--- config.mk ---
export PLATFORM = sky130hd
export DESIGN_NAME = run_control_unit
export DESIGN_NICKNAME = d
export VERILOG_FILES = /design/src/rtl/run_ctrl_pkg.sv /design/src/rtl/run_step_counter.sv /design/src/rtl/run_control_unit.sv
export SDC_FILE = /design/constraint.sdc
export NUM_CORES = 1
export LEC_CHECK = 0
export CORE_MARGIN = 10
export CORE_UTILIZATION = 47
export CTS_BUF_LIST = sky130_fd_sc_hd__clkbuf_8
export CTS_CLUSTER_SIZE = 24
export DETAILED_ROUTE_END_ITERATION = 10
export GPL_TIMING_DRIVEN = 1
export MAX_ROUTING_LAYER = met4
export PLACE_DENSITY = 0.92
export REMOVE_ABC_BUFFERS = 1
export SLEW_MARGIN = 20
export SYNTH_ARGS = -nofsm -noshare
export SYNTH_HDL_FRONTEND = slang
export SYNTH_SLANG_ARGS = --single-unit
--- constraint.sdc ---
create_clock -name CLK -period 3.7 [get_ports CLK]
set_input_delay 0.37 -clock CLK [delete_from_list [all_inputs] [get_ports CLK]]
set_output_delay 0.37 -clock CLK [all_outputs]
set_load 0.02 [all_outputs]
--- src/rtl/run_ctrl_pkg.sv ---
// run_ctrl_pkg: state and halt-cause encodings shared by the run-control slice.
package run_ctrl_pkg;

    typedef enum logic [1:0] {
        HALTED   = 2'd0,
        RUNNING  = 2'd1,
        STEPPING = 2'd2,
        DRAIN    = 2'd3
    } runStateT;

    typedef enum logic [1:0] {
        CAUSE_RESET     = 2'd0,
        CAUSE_HOST      = 2'd1,
        CAUSE_BREAK     = 2'd2,
        CAUSE_STEP_DONE = 2'd3
    } haltCauseT;

endpackage

--- src/rtl/run_step_counter.sv ---
// run_step_counter: step budget load/decrement register and free-running retired-instruction counter.
module run_step_counter #(
    parameter int STEP_W = 16,
    parameter int CNT_W  = 32
) (
    input  logic              CLK,
    input  logic              RST,
    input  logic              load,
    input  logic [STEP_W-1:0] loadVal,
    input  logic              dec,
    input  logic              countEn,
    output logic [STEP_W-1:0] stepsLeft,
    output logic              lastStep,
    output logic [CNT_W-1:0]  retiredCount
);

    assign lastStep = stepsLeft == STEP_W'(1);

    always_ff @(posedge CLK or posedge RST) begin
        if (RST) begin
            stepsLeft    <= '0;
            retiredCount <= '0;
        end else begin
            stepsLeft    <= load ? loadVal : dec ? stepsLeft - STEP_W'(1) : stepsLeft;
            retiredCount <= countEn ? retiredCount + CNT_W'(1) : retiredCount;
        end
    end

endmodule

--- src/rtl/run_control_unit.sv ---
// run_control_unit: run/halt/step sequencer gating the core through a registered cpu_en,
// stopping on instruction boundaries on host halt, PC breakpoint or exhausted step budget.
module run_control_unit
    import run_ctrl_pkg::*;
#(
    parameter int XLEN   = 32,
    parameter int STEP_W = 16,
    parameter int CNT_W  = 32
) (
    input  logic              CLK,
    input  logic              RST,
    input  logic              run_req,
    input  logic              halt_req,
    input  logic              step_req,
    input  logic [STEP_W-1:0] step_count,
    input  logic              bp_enable,
    input  logic [XLEN-1:0]   bp_addr,
    input  logic [XLEN-1:0]   pc,
    input  logic              instr_retire,
    output logic              cpu_en,
    output logic              halted,
    output logic [1:0]        run_state,
    output logic [1:0]        halt_cause,
    output logic [STEP_W-1:0] steps_left,
    output logic [CNT_W-1:0]  retired_count
);

    runStateT  state, nextState;
    haltCauseT cause, nextCause;
    logic      fromStep, bpHit, load, dec, lastStep;

    assign bpHit      = instr_retire & bp_enable & (pc == bp_addr);
    assign dec        = instr_retire & ((state == STEPPING) | ((state == DRAIN) & fromStep));
    assign run_state  = state;
    assign halt_cause = cause;

    always_comb begin
        nextState = state;
        nextCause = cause;
        load      = 1'b0;
        case (state)
            HALTED: begin
                if (!halt_req && step_req && step_count != '0) begin
                    nextState = STEPPING;
                    load      = 1'b1;
                end else if (!halt_req && run_req) begin
                    nextState = RUNNING;
                end
            end
            RUNNING: begin
                if (bpHit) begin
                    nextState = HALTED;
                    nextCause = CAUSE_BREAK;
                end else if (halt_req) begin
                    nextState = instr_retire ? HALTED : DRAIN;
                    nextCause = instr_retire ? CAUSE_HOST : cause;
                end
            end
            STEPPING: begin
                if (bpHit) begin
                    nextState = HALTED;
                    nextCause = CAUSE_BREAK;
                end else if (instr_retire && lastStep) begin
                    nextState = HALTED;
                    nextCause = CAUSE_STEP_DONE;
                end else if (halt_req) begin
                    nextState = instr_retire ? HALTED : DRAIN;
                    nextCause = instr_retire ? CAUSE_HOST : cause;
                end
            end
            DRAIN: begin
                if (instr_retire) begin
                    nextState = HALTED;
                    nextCause = bpHit ? CAUSE_BREAK : CAUSE_HOST;
                end
            end
        endcase
    end

    // cpu_en/halted are flopped from nextState so they move on the same edge as the state
    always_ff @(posedge CLK or posedge RST) begin
        if (RST) begin
            state    <= HALTED;
            cause    <= CAUSE_RESET;
            cpu_en   <= 1'b0;
            halted   <= 1'b1;
            fromStep <= 1'b0;
        end else begin
            state    <= nextState;
            cause    <= nextCause;
            cpu_en   <= nextState != HALTED;
            halted   <= nextState == HALTED;
            fromStep <= (state == DRAIN) ? fromStep : (state == STEPPING);
        end
    end

    run_step_counter #(
        .STEP_W(STEP_W),
        .CNT_W (CNT_W)
    ) uCounter (
        .CLK         (CLK),
        .RST         (RST),
        .load        (load),
        .loadVal     (step_count),
        .dec         (dec),
        .countEn     (instr_retire & cpu_en),
        .stepsLeft   (steps_left),
        .lastStep    (lastStep),
        .retiredCount(retired_count)
    );

endmodule

==> metrics <==
WHS Endpoint=uCounter.retiredCount[31]; cells after synthesis=321; vias post-DR=3,002; hold path depth=1; Setup Fix Bufs, Post-CTS=0; antenna cells=0; Hold Startpoint=uCounter.retiredCount[31]; switch share=39.1%; Yosys cell types=48; cts repair resizes=0; synthesized area=0.00316 mm^2; Placer Congestion=0.838; CP max-delay cell=nor4_1; total CTS buffers=5; predominant post-synthesis flop cell=dfrtp_1; Int Pwr=1420 uW; nature of the critical path endpoint=register; area added between synthesis and finish=49.3%; tightest hold margin=0.489 ns; crit path from=instr_retire; status=complete, no violations; Logic pwr share=44.0%; Synth area leader=dfrtp_1; first-pass GRT wire length=15,400 um; Critical Path Most Common Cell=nand4_1; final worst slack=1.23 ns; Critical Path RT=3.90 ns; fin nets=548; Clock Skews=0.0122 ns; RR Startpoint=uCounter.stepsLeft[2]; Tmin final=2.47 ns; top-count cell post-synth=dfrtp_1; clk sinks=55; initial DRC count=181; Synth Area in XOR/XNOR=18.6%; DRC errors left=0; Critical Path Max Stage Delay=0.76 ns; largest net degree at the start of global routing=56; Synth Register Bits=55; CP startpoint kind=primary input; vias in the first global route=3,175; Post-Synth Simple-Gate Area=24.7%; Placement Rows=29; post-synthesis compound-gate area fraction=9.12%; Fmax=405 MHz; most instantiated cells after synthesis=54 x dfrtp_1, 44 x xor2_1, 31 x nand2_1; worst slack, placed=0.898 ns; reg2reg end=uCounter.stepsLeft[15]; Post-DP HPWL=7840 um; VDD IR max=0.410 mV; GRT overflow=0; fin area=0.00471 mm^2; setup violators final=0; Static Leakage=0.00194 uW; core area=0.00642 mm^2; Reg power frac=41.1%; clock slew at reported path FFs=0.10 ns; Adder-Cell Fraction of Synth Area=1.51%; share of layout cells above drive strength 1=3.92%; Skew-Pair Late Insertion Delay=0.31 ns; wire per inst=17.9 um; CP Cell Sequence=clkdlybuf4s50_1 > and3_1 > nand4_1 > nor4_1 > nand4_1 > xnor2_1; clock share of power=14.8%; Tot GR Track Use=18.9%; initial antenna violation count=0; largest cells by area after synthesis=dfrtp_1 43%, xor2_1 12%, xnor2_1 6.4%; final worst-path cycle share=66.7%; register-to-register setup slack=1.43 ns; YS warnings=0; Slew HR=34.1%; Critical Path Fanout Max=11; cts hold-fix bufs=0; Max Buffers Root-to-Sink=2; largest family of logic cells by synthesized area=simple AND/OR/NAND/NOR gates; number of synthesized flops with an enable pin=0; Final Hold Vio Count=0; antenna-violating nets left=0; RSZ-0062 raised after global routing=no; PortBufs=140; final WL=9590 um; I/O Pins=141; H-tree depth=2; R2R depth=5; sequential area share after synthesis=43.7%; CTS root buf=clkbuf_8; routed vias/inst=5.60; fraction of registers with async set/reset=100%; Starting Density=49.1%; Arr. time, crit path=2.67 ns; die area=0.0104 mm^2; Hold Path Class=reg2reg; max-slew violations=0; max cap viols=0; syn avg cell area=9.83 um^2; DRT Pass-1 Iters=4; Crit Path Class=in2reg; FILL cells=490; Sw Pwr=914 uW; dpl cell area=0.00462 mm^2; setup TNS=0 ns; mux share of post-synthesis cell area=0.674%; Worst Tran Pin Value=0.988 ns; Die W=102 um; PwrDens=496 mW/mm^2; top-area cell type share of the netlist area=42.8%; utilization after layout=73.4%; CTS tree=yes; die height=102 um
power by group through the flow:
| stage | Sequential (uW) | Combinational (uW) | Clock (uW) |
|---|---|---|---|
| 6_report | 961 | 1030 | 347 |
| 3_3_place_gp | 956 | 1010 | 0 |
| 3_5_place_dp | 967 | 1030 | 0 |
| 5_1_grt | 989 | 1120 | 366 |
| 4_1_cts | 957 | 1040 | 351 |
| 2_1_floorplan | 1080 | 399 | 0 |
routing by layer:
metal	global-route usage, %	share of wire [%]
met4	4.99	1.4
met2	34.8	54
met1	20.1	39
met3	4.05	5.5
met5	-	0
cell usage in the layout (no fill, tap or decap), types with 3 or more instances in the layout:
cell type	count
o21ai_0	14
and4_1	6
dfrtp_1	54
xor2_1	44
nor4_1	18
nand3_1	16
clkbuf_8	6
and2_1	4
nand4_1	8
ha_1	3
a21oi_1	4
a2bb2oi_1	3
nor2_1	19
nand2_1	31
nor3_1	8
a211oi_1	3
a221o_1	6
nand2b_1	3
nand3b_1	3
inv_1	4
xnor2_1	23
clkdlybuf4s50_1	140
and3_1	7
cell families after synthesis:
logic type,after synthesis
flops,55
compound gates,41
fa+ha+maj,4
simple gates,138
mux,2
buf+inv,14
xor+xnor,67
how the worst max path moves through the flow:
stage	endpoint	slack (ns)	depth (start not counted)
2_1_floorplan	cpu_en	1.56	5
3_3_place_gp	uCounter.retiredCount[31]	1.02	6
3_5_place_dp	uCounter.retiredCount[31]	0.90	6
4_1_cts	uCounter.retiredCount[31]	1.23	6
5_1_grt	uCounter.retiredCount[31]	1.09	6
6_report	uCounter.retiredCount[31]	1.23	6
flip-flops by register name, summed over array words and instances, names as in the netlist:
register	cells
uCounter.retiredCount	32
uCounter.stepsLeft	16
halt_cause	2
run_state	2
cpu_en	1
fromStep	1
halted	1
worst max-delay path: cells and delay by family:
family                 cells  cell delay [ns]
buffers and inverters      1             0.66
AND/OR/NAND/NOR            4             1.47
XOR/XNOR                   1             0.16
layout make-up:
type                       instances  area, um^2  area share [%]
tap                               77        96.3            2.04
inverter                           4        17.5           0.372
sequential                        55        1380            29.2
timing repair buffer             140        1400            29.7
clock buffer                       6        82.6            1.75
clock inverter                     2        12.5           0.266
multi-input combinational        252        1720            36.6
through the flow:
step | cells | power (uW)
final | 536 | 2340
after detailed placement | 528 | 2000
after floorplan | 311 | 1480
after global routing | 536 | 2470
after CTS | 536 | 2350
after global placement | 528 | 1960
Power figures use the tool's default switching activity.
